File: src/rtl/alarm_sequencer.sv
// Alarm episode sequencer: decides when the tune plays, on which song, and handles
// snooze, stop and the auto-off timeout. Every output is taken directly from a register.
module alarm_sequencer #(
    parameter int RING_SECS   = 60,
    parameter int SNOOZE_SECS = 300,
    parameter int MAX_SNOOZES = 3,
    parameter int CNT_W       = 9
) (
    input  logic       i_clk,
    input  logic       i_rst,
    input  logic       i_tick_1hz,
    input  logic       i_armed,
    input  logic       i_match,
    input  logic       i_snooze_btn,
    input  logic       i_stop_btn,
    input  logic [1:0] i_song_cfg,
    output logic       o_alarm,
    output logic [1:0] o_sel,
    output logic [1:0] o_state,
    output logic [3:0] o_snooze_cnt,
    output logic       o_timed_out
);
    typedef enum logic [1:0] {
        S_IDLE   = 2'b00,
        S_RING   = 2'b01,
        S_SNOOZE = 2'b10
    } state_t;

    localparam logic [CNT_W-1:0] RING_LAST   = CNT_W'(RING_SECS - 1);
    localparam logic [CNT_W-1:0] SNOOZE_LAST = CNT_W'(SNOOZE_SECS - 1);
    localparam logic [3:0]       SNZ_MAX     = 4'(MAX_SNOOZES);

    state_t           r_state, w_state_nx;
    logic [CNT_W-1:0] r_sec_cnt, w_sec_nx;
    logic [3:0]       r_snz_cnt, w_snz_nx;
    logic [1:0]       r_sel, w_sel_nx;
    logic             r_alarm, r_timed_out, w_to_nx;

    always_ff @(posedge i_clk) begin
        if (i_rst) begin
            r_state     <= S_IDLE;
            r_sec_cnt   <= '0;
            r_snz_cnt   <= '0;
            r_sel       <= 2'b00;
            r_alarm     <= 1'b0;
            r_timed_out <= 1'b0;
        end else begin
            r_state     <= w_state_nx;
            r_sec_cnt   <= w_sec_nx;
            r_snz_cnt   <= w_snz_nx;
            r_sel       <= w_sel_nx;
            r_alarm     <= (w_state_nx == S_RING);
            r_timed_out <= w_to_nx;
        end
    end

    always_comb begin
        w_state_nx = r_state;
        w_sec_nx   = r_sec_cnt;
        w_snz_nx   = r_snz_cnt;
        w_sel_nx   = r_sel;
        w_to_nx    = 1'b0;
        case (r_state)
            S_IDLE: begin
                if (i_match && i_armed) begin
                    w_state_nx = S_RING;
                    w_sel_nx   = i_song_cfg;
                    w_sec_nx   = '0;
                    w_snz_nx   = '0;
                end
            end
            S_RING: begin
                // A snooze refused at the limit falls through so the tick still counts.
                if (i_stop_btn || !i_armed) begin
                    w_state_nx = S_IDLE;
                end else if (i_snooze_btn && (r_snz_cnt < SNZ_MAX)) begin
                    w_state_nx = S_SNOOZE;
                    w_snz_nx   = r_snz_cnt + 4'd1;
                    w_sec_nx   = '0;
                end else if (i_tick_1hz) begin
                    if (r_sec_cnt == RING_LAST) begin
                        w_state_nx = S_IDLE;
                        w_to_nx    = 1'b1;
                    end else begin
                        w_sec_nx = r_sec_cnt + 1'b1;
                    end
                end
            end
            S_SNOOZE: begin
                if (i_stop_btn || !i_armed) begin
                    w_state_nx = S_IDLE;
                end else if (i_tick_1hz) begin
                    if (r_sec_cnt == SNOOZE_LAST) begin
                        w_state_nx = S_RING;
                        w_sec_nx   = '0;
                    end else begin
                        w_sec_nx = r_sec_cnt + 1'b1;
                    end
                end
            end
            default: w_state_nx = S_IDLE;
        endcase
    end

    assign o_alarm      = r_alarm;
    assign o_sel        = r_sel;
    assign o_state      = r_state;
    assign o_snooze_cnt = r_snz_cnt;
    assign o_timed_out  = r_timed_out;
endmodule

File: config.mk
export PLATFORM = sky130hd
export DESIGN_NAME = alarm_sequencer
export DESIGN_NICKNAME = d
export VERILOG_FILES = /design/src/rtl/alarm_sequencer.sv
export SDC_FILE = /design/constraint.sdc
export NUM_CORES = 1
export LEC_CHECK = 0
export CAP_MARGIN = 20
export CORE_MARGIN = 3
export CORE_UTILIZATION = 46
export CTS_CLUSTER_DIAMETER = 120
export CTS_CLUSTER_SIZE = 14
export DETAILED_ROUTE_END_ITERATION = 8
export PLACE_DENSITY = 0.71
export SLEW_MARGIN = 10
export SYNTH_ARGS = -nofsm -noshare
export SYNTH_HDL_FRONTEND = slang
export SYNTH_SLANG_ARGS = --single-unit
File: constraint.sdc
create_clock -name i_clk -period 1.9 [get_ports i_clk]
set_input_delay 0.38 -clock i_clk [delete_from_list [all_inputs] [get_ports i_clk]]
set_output_delay 0.38 -clock i_clk [all_outputs]
set_load 0.005 [all_outputs]
== Word-level counts from Yosys, hierarchy flattened ==
Index checks and enable logic that the tools add are counted.
Cells by class
  $add $sub $neg: 2
  multipliers: 0
  div/mod/pow operators: 0
  order comparisons: 1
  eq/ne operators: 12
  shift operators: 0
  muxes and demuxes: 23
  bitwise operators: 2
  reduce and logical (&&, ||, !) cells: 11
Operators with widths (count)
  9-bit 2-to-1 mux: 8
  9-bit one-hot mux with 3 select lines: 1
  2-bit 2-to-1 mux: 8
  4-bit 2-to-1 mux: 3
  2-bit != test, second input constant: 5
  9-bit by 1-bit adder with 9-bit output, second input constant: 1
  9-bit by 6-bit equality test with 1-bit output, second input constant: 1
  9-bit equality test, second input constant: 1
  4-bit one-hot mux with 2 select lines: 1
  7-bit AND reduction: 1
  3-bit != test, second input constant: 2
  2-bit one-hot mux with 3 select lines: 1
  5-bit OR reduction: 1
  4-bit by 1-bit adder with 4-bit output, second input constant: 1
  2-bit by 1-bit equality test with 1-bit output, second input constant: 2
  4-bit by 2-bit < comparator with 1-bit output, second input constant: 1
  4-bit AND reduction: 1
  3-bit nonzero test: 1
  2-bit equality test, second input constant: 1
  1-bit logical AND: 2
  2-bit logical NOT: 1
  1-bit NOT: 2
  2-bit AND reduction: 1
  2-bit nonzero test: 1
  other kinds (3): 3
Storage, ports and cells
  register bits: 19
  bits in latches: 0
  RAM bits: 0
  bits in read-only memories: 0
  input bits: 9
  output and inout port bits: 10
  word-level logic and storage cells: 57
  memories kept: 0

== Logic depth before layout (Yosys ltp) ==
Gate-level depths: netlist of the first run.
  word-level depth: 7
  gate-level depth with buffers: 8
  mapped depth without buffers: 7

== Worst setup path after synthesis of the first run ==
No wires, ideal clock.
  path type: reg-to-reg
  start: reg r_state[0], in the netlist o_state[0]
  end: reg r_sec_cnt[6]
  library setup time: 0.070 ns
  arrival: 1.991 ns
  required time: 1.830 ns
  setup slack: -0.161 ns
  cell stages (with the launch flop): 9
  buffers on the path: 1
  period minus slack after synthesis: 2.061 ns
  cell sequence: dfxtp_1 > inv_1 > ha_1 > mux2_2 > a21oi_1 > a211o_1 > buf_4 > or3_1 > a21oi_1
On the way
  longest elaborated chain between the ends: 3
  elaborated cells on any way between the ends: 12
  those cells by class: 8 x eq/ne; 1 x mux; 3 x reduce/logical
RTL lines
  start, declared: line 33  | state_t r_state, w_state_nx;
  start signal, assigned: line 48  | r_state <= w_state_nx;
  2-bit by 1-bit equality test with 1-bit output, or another cell as far along: line 63  | case (r_state)
  3-bit != test (no source line), or another cell as far along
  7-bit AND reduction (no source line)
  end signal, assigned: line 49  | r_sec_cnt <= w_sec_nx;
  end, declared: line 34  | logic [CNT_W-1:0] r_sec_cnt, w_sec_nx;
Parallel ways exist; a longest one is shown, timed or not.
A chain may end at the register's enable or synchronous reset.

== Final worst setup path of the first run ==
  start: in i_armed
  end: reg r_sec_cnt[8]
On the way
  longest elaborated chain between the ends: 4
  elaborated cells on any way between the ends: 7
  those cells by class: 3 x eq/ne; 4 x reduce/logical
RTL lines
  start, declared: line 12  | input logic i_armed,
  1-bit logical NOT: line 74, 90
  1-bit logical OR: line 74, 90
  2-bit != test (no source line)
  7-bit AND reduction (no source line) (*)
Every way passes the cells marked *; elsewhere a longest branch is shown, timed or not.

==> out/metrics.csv, run 1 <==
stage,metric,value,unit
run_status,status,"complete, but fails checks",
run_status,violated checks,setup timing,
layout,Layout Cells excl Fill,198,
layout,Seq. cell area,392,um^2
die,Die Y,54.2,um
die,core box area,0.00208,mm^2
die,Die ar.,0.00294,mm^2
power_and_ir_drop,power density over the cells,485,mW/mm^2
layout,fillers,123,
critical_path,WP data required,2.10,ns
drt,final WL,3.29,mm
drt,DR DRC count,0,
clock_tree,TritonCTS buffer count,3,
synthesis,Syn Std Cell Area,0.00107,mm^2
die,Die W,54.2,um
synthesis,Synth Register Bits,19,
clock_tree,H-tree Lvls,1,
critical_path,Critical Path AT,2.13,ns
drt,Routed Antenna Nets,0,
clock_tree,clock root cell,clkbuf_4,
power_and_ir_drop,leakage power,0.000643,uW
clock_tree,largest buffer count on any clock path,2,
sta,Setup Total Neg Slack,-0.0717,ns
critical_path,CP startpoint kind,input port,
run,Max-Cap Viols,0,
critical_path,crit path kind,in -> reg,
layout,"Core Util, Final",0.829,
clock_tree,CTS Sinks,19,
die,row count,16,
clock_tree,"CTS clk-pin slew, worst paths",0.11,ns
sta,Slew headroom,0.703,
sta,fin worst setup slack,-0.0352,ns
layout,share of cells above drive strength 1,0.409,
global_route,number of global-route vias before repair,1067,
sta,period utilisation layout,1.02,
sta,setup violators final,3,
clock_tree,latest clock arrival within the worst-skew pair,0.30,ns
power_and_ir_drop,worst vdd rail ir drop,0.560,mV
clock_tree,CTS tree,built,
drt,via count,1161,
place,Placer Congestion,0.807,
sta,Final Hold Fails,0,
die,I/O pins,19,
layout,Ant. Diodes,0,
place,Port Buf Inserts,18,
synthesis,register area share after synthesis,0.356,
power_and_ir_drop,Tot Pwr,837,uW
sta,fmax,517,MHz
critical_path,CP Max Fanout,5,
layout,Layout Area Growth over Synthesis,61.4,%
synthesis,mean post-synth cell area,8.91,um^2
sta,RSZ-0062 raised after global routing,true,
critical_path,Critical Path End Type,register,
drt,First-pass DRT Iterations,4,
drt,initial drt markers,16,
global_route,antenna violations before repair,0,
place,Detail Placement HPWL,2.09,mm
place,total placed cells including tap cells,189,
synthesis,post-synthesis cell type count,40,
synthesis,Syn. warnings,0,
die,Initial Utilization,0.514,
synthesis,Synthesized Nets,135,
drt,wire per inst,16.6,um
global_route,Tot GR Track Use,0.235,
global_route,GRT overflow,0,
sta,Slew Limit Fails,0,
sta,worst-margin pin slew,0.444,ns
global_route,first-pass GRT wire length,4.80,mm
worst_hold_path,HP Class,reg -> reg,
global_route,pin count of the biggest net entering global routing,11,
drt,via/cell ratio,5.86,
layout,Nets,187,
sta,Final Skew,0.00657,ns
layout,Multi-input gate area,830,um^2
synthesis,Gate Count Post-Synth,120,
sta,crit path time final,1.94,ns
==> logic make-up (layout without fill, tap and decap cells) <==
family | after synthesis | count (layout) | share of synthesized area
compound gates | 29 | 30 | 0.195
xor+xnor | 4 | 4 | 0.0328
fa+ha+maj | 6 | 6 | 0.0702
buf+inv | 8 | 58 | 0.0386
flops | 19 | 19 | 0.356
mux | 4 | 4 | 0.0386
simple gates | 50 | 50 | 0.269
==> cells in the mapped netlist <==
master,instances,share of area
a2111oi_0,2,0.016
a211o_1,1,0.0082
a21boi_0,3,0.021
a21oi_1,8,0.037
a221oi_2,1,0.014
a22oi_1,1,0.0070
a32oi_1,2,0.016
a41oi_1,1,0.0082
and2_1,3,0.018
and3_4,1,0.011
and4_1,2,0.016
buf_1,1,0.0035
buf_4,1,0.0070
buf_6,1,0.011
dfxtp_1,19,0.36
ha_1,6,0.070
inv_1,5,0.018
mux2_2,1,0.011
mux2i_1,3,0.028
nand2_1,9,0.032
nand2b_1,1,0.0059
nand3_1,4,0.019
nand4_1,3,0.018
nor2_1,11,0.039
nor2b_1,2,0.012
nor3_1,2,0.0094
nor3b_1,2,0.014
nor4_1,2,0.012
nor4b_2,1,0.014
o21a_1,1,0.0070
o21ai_0,6,0.028
o21bai_1,1,0.0070
o21bai_4,1,0.018
o31ai_1,1,0.0070
or3_1,4,0.023
or3_4,1,0.011
or4_1,1,0.0070
or4_4,1,0.011
xnor2_1,3,0.025
xor2_1,1,0.0082
==> area by class of cell <==
class                      instances  area share
clock buffer                       4      0.0152
inverter                           5      0.0123
multi-input combinational         94       0.480
sequential                        19       0.227
tap                               27      0.0196
timing repair buffer              49       0.246
==> flip-flops by register name (all words and copies together), names as in the netlist <==
name / cells
o_sel: 2
o_state: 2
o_timed_out: 1
o_snooze_cnt: 4
o_alarm: 1
r_sec_cnt: 9
==> path summary, 6_finish.rpt <==
check,startpoint,to,slack [ns],cells past startpoint
worst max register to register,o_state[0],r_sec_cnt[8],-0.03,9
worst max-delay path,i_armed,r_sec_cnt[8],-0.04,8
worst min-delay path,o_sel[1],o_sel[1],0.52,2
worst min register to register,o_sel[1],o_sel[1],0.52,2
==> critical path: stages <==
cell             delay, ns
clkdlybuf4s50_1       0.49
nor2b_1               0.16
a21boi_0              0.15
a211o_4               0.38
buf_6                 0.13
buf_4                 0.13
o21ai_1               0.22
a21oi_2               0.08
==> layout by cell type (no fill, tap or decap), types with 4 or more instances in the layout <==
cell	n
buf_4	28
clkdlybuf4s50_1	18
dfxtp_1	14
nor2_1	11
nand2_1	9
nand3_1	4
a21oi_2	4
a21oi_1	4
==> layer usage <==
metal / vias up / share of wire / GRT usage
li1: 549 / - / -
met1: 562 / 0.41 / 0.263
met2: 35 / 0.50 / 0.396
met3: 15 / 0.039 / 0.0436
met4: 0 / 0.048 / 0.166
met5: - / 0 / 0
==> power breakdown <==
group | total, uW | internal [uW] | switching [uW] | leakage (uW)
sequential | 416 | 407 | 8.53 | 0.000157
clock | 211 | 81.9 | 130 | 0.0000150
combinational | 209 | 115 | 94.1 | 0.000471
total | 837 | 605 | 232 | 0.000643
==> timing repair <==
action / 4_1_cts / 5_1_grt
buffers inserted: 2 / 2
gates cloned: 0 / 1
setup endpoints to repair: 10 / 11
gates resized for setup: 24 / 20
pin swaps: 12 / 6
hold buffers: 0 / 0
hold endpoints to repair: 0 / 0
==> per-stage QoR <==
| step | setup WS, ns | area [um^2] | hold slack, ns |
|---|---|---|---|
| after global routing | -0.107 | 1730 | 0.554 |
| final | -0.0352 | 1730 | 0.519 |
| after detailed placement | -0.426 | 1480 | 0.495 |
| after global placement | -0.303 | 1480 | 0.479 |
| after CTS | -0.0446 | 1610 | 0.525 |
| after floorplan | -0.0186 | 1090 | 0.468 |
(Power assumes the default switching activity.)
==> run 2, diff against run 1 <==
--- a/config.mk
+++ b/config.mk
@@ -11,6 +11,7 @@
 export CTS_CLUSTER_DIAMETER = 120
 export CTS_CLUSTER_SIZE = 14
 export DETAILED_ROUTE_END_ITERATION = 8
+export MAX_ROUTING_LAYER = met4
 export PLACE_DENSITY = 0.71
 export SLEW_MARGIN = 10
 export SYNTH_ARGS = -nofsm -noshare
==> run 2 against run 1 <==
The flow still finishes with violations (setup timing). Power about the same. Register-to-register slack about the same. Sequential share of layout area is the same. Cell area did not move. Worst setup slack improved by 0.011 ns. Critical path type unchanged.
==> out/metrics.csv, run 2 (synthesis results as in run 1) <==
stage,metric,value,unit,change
run_status,status,"complete, but fails checks",,unchanged
run_status,violated checks,setup timing,,unchanged
critical_path,CP max-delay cell,clkdlybuf4s50_1,,unchanged
die,Die W,54.2,um,unchanged
clock_tree,H-tree Lvls,1,,unchanged
power_and_ir_drop,internal power,605,uW,about the same
place,Detail Placement HPWL,2.09,mm,unchanged
place,post-place setup slack,-0.426,ns,unchanged
drt,via/cell ratio,5.83,,was 5.86
clock_tree,largest buffer count on any clock path,2,,unchanged
critical_path,CP Max Fanout,5,,unchanged
clock_tree,TritonCTS buffer count,3,,unchanged
sta,fin worst setup slack,-0.0240,ns,was -0.0352 ns
critical_path,WP data required,2.13,ns,was 2.10 ns
clock_tree,latest clock arrival within the worst-skew pair,0.31,ns,was 0.30 ns
sta,period utilisation layout,1.01,,was 1.02
clock_tree,clock root cell,clkbuf_4,,unchanged
sta,RSZ-0062 raised after global routing,true,,unchanged
critical_path,crit path kind,in -> reg,,unchanged
layout,register bank with the most flops,r_sec_cnt,,unchanged
sta,Slew headroom,0.690,,was 0.703
critical_path,"critical path, cell by cell","clkdlybuf4s50_1, nor2b_1, a21boi_0, a211o_4, buf_6, or3_1, a21oi_1",,"was clkdlybuf4s50_1, nor2b_1, a21boi_0, a211o_4, buf_6, buf_4, o21ai_1, a21oi_2"
drt,Routed Antenna Nets,0,,unchanged
layout,Ant. Diodes,0,,unchanged
power_and_ir_drop,power density over the cells,485,mW/mm^2,about the same
drt,via count,1155,,was 1161
critical_path,Critical Path AT,2.15,ns,was 2.13 ns
power_and_ir_drop,clock share of power,0.252,,was 0.253
global_route,Tot GR Track Use,0.243,,was 0.235
layout,Layout Area Growth over Synthesis,61.4,%,unchanged
power_and_ir_drop,worst vdd rail ir drop,0.558,mV,was 0.560 mV
die,Initial Utilization,0.514,,unchanged
global_route,met2 Track Usage GR,0.396,,unchanged
die,Die ar.,0.00294,mm^2,unchanged
sta,crit path time final,1.92,ns,was 1.94 ns
global_route,met1 Resource Use GR,0.263,,unchanged
clock_tree,# hold bufs at CTS,0,,unchanged
power_and_ir_drop,Tot Pwr,837,uW,about the same
power_and_ir_drop,Flop pwr share,0.497,,about the same
clock_tree,CTS Sinks,19,,unchanged
run,Max-Cap Viols,0,,unchanged
die,row count,16,,unchanged
layout,most frequent cells in the layout,"28 x buf_4, 18 x clkdlybuf4s50_1, 14 x dfxtp_1",,unchanged
critical_path,CP startpoint kind,input port,,unchanged
die,I/O pins,19,,unchanged
critical_path,Critical Path End Type,register,,unchanged
sta,Hold Slack,0.518,ns,was 0.519 ns
global_route,GRT overflow,0,,unchanged
drt,First-pass DRT Iterations,4,,unchanged
die,Die Y,54.2,um,unchanged
critical_path,CP max stage delay,0.50,ns,was 0.49 ns
global_route,first-pass GRT wire length,4.80,mm,about the same
sta,Slew Limit Fails,0,,unchanged
layout,Nets,187,,unchanged
power_and_ir_drop,leakage power,0.000643,uW,unchanged
sta,Final Hold Fails,0,,unchanged
sta,Final Skew,0.00832,ns,was 0.00657 ns
drt,wire per inst,16.7,um,was 16.6 um
drt,DR DRC count,0,,unchanged
clock_tree,"CTS clk-pin slew, worst paths",0.11,ns,about the same
drt,final WL,3.31,mm,was 3.29 mm
power_and_ir_drop,Net Sw Frac,0.277,,about the same
layout,number of flip-flops in the largest register,9,,unchanged
clock_tree,CTS tree,built,,unchanged
global_route,number of global-route vias before repair,1060,,was 1067
sta,setup violators final,6,,was 3
die,core box area,0.00208,mm^2,unchanged
place,Port Buf Inserts,18,,unchanged
drt,initial drt markers,12,,was 16
global_route,met3 Use GR,0.0518,,was 0.0436
worst_hold_path,HP Class,reg -> reg,,unchanged
layout,share of cells above drive strength 1,0.409,,unchanged
global_route,GR peak layer,met2,,unchanged
sta,fmax,520,MHz,was 517 MHz
global_route,pin count of the biggest net entering global routing,11,,unchanged
power_and_ir_drop,Gate power share,0.251,,was 0.250
place,Placer Congestion,0.818,,was 0.807
power_and_ir_drop,Sw Pwr,232,uW,about the same
global_route,antenna violations before repair,0,,unchanged
layout,"commonest non-fill, non-tap cell in the layout",buf_4,,unchanged
sta,worst-margin pin slew,0.463,ns,was 0.444 ns
## run 2: cell counts in the layout (fill, tap and decap cells not counted)
Identical to the previous run, type by type.
## run 2: worst paths after layout
| kind | startpoint | to | slack [ns] | depth (start not counted) |
|---|---|---|---|---|
| worst max-delay path | i_armed | r_sec_cnt[2] | -0.02 | 7 |
| worst min-delay path | o_sel[1] | o_sel[1] | 0.52 | 2 |
| worst max register to register | r_sec_cnt[2] | o_alarm | -0.02 | 5 |
| worst min register to register | o_sel[1] | o_sel[1] | 0.52 | 2 |
## run 2: worst max-delay path, delay by kind of cell
| kind | cells | cell delay [ns] |
|---|---|---|
| compound gates | 3 | 0.68 |
| buf+inv | 2 | 0.63 |
| simple gates | 2 | 0.46 |
## run 2: metrics by stage
| stage | utilization | setup TNS (ns) | area, um^2 | instances |
|---|---|---|---|---|
| 2_1_floorplan | - | -0.0445 | 1090 | 120 |
| 5_1_grt | 0.829 | -0.572 | 1730 | 198 |
| 3_3_place_gp | 0.712 | -2.73 | 1480 | 189 |
| 6_report | 0.829 | -0.0661 | 1730 | 198 |
| 3_5_place_dp | 0.712 | -3.41 | 1480 | 189 |
| 4_1_cts | 0.772 | -0.165 | 1610 | 195 |
## run 2: power by group through the flow
| stage | Sequential, uW | Clock (uW) | Combinational [uW] |
|---|---|---|---|
| floorplan | 427 | 0 | 74.3 |
| global placement | 423 | 0 | 154 |
| detailed placement | 424 | 0 | 159 |
| CTS | 417 | 212 | 178 |
| global route | 417 | 240 | 223 |
| finish | 416 | 211 | 210 |
## run 2: what timing repair did
action	in CTS	in global routing
setup endpoints to repair	10	11
gates resized for setup	24	20
cloned	0	1
buffers inserted	2	2
pin swaps	12	6
endpoints found under the hold margin	0	0
## run 2: layout make-up
type                       count  area, um^2
clock buffer                   4        26.3
multi-input combinational     94         830
sequential                    19         392
timing repair buffer          49         424
inverter                       5        21.3
tap                           27        33.8
fill                         123         355
## run 2: layer usage
metal	wire [um]	part of all wire
met5	0	0
met2	1640	0.49
met4	170	0.051
met3	139	0.042
met1	1360	0.41
==> run 3, diff against run 2 <==
--- a/config.mk
+++ b/config.mk
@@ -11,6 +11,7 @@
 export CTS_CLUSTER_DIAMETER = 120
 export CTS_CLUSTER_SIZE = 14
 export DETAILED_ROUTE_END_ITERATION = 8
+export GPL_ROUTABILITY_DRIVEN = 0
 export MAX_ROUTING_LAYER = met4
 export PLACE_DENSITY = 0.71
 export SLEW_MARGIN = 10
==> results of run 3 <==
Same layout as run 2: the final DEF is identical, and so are final timing and power.
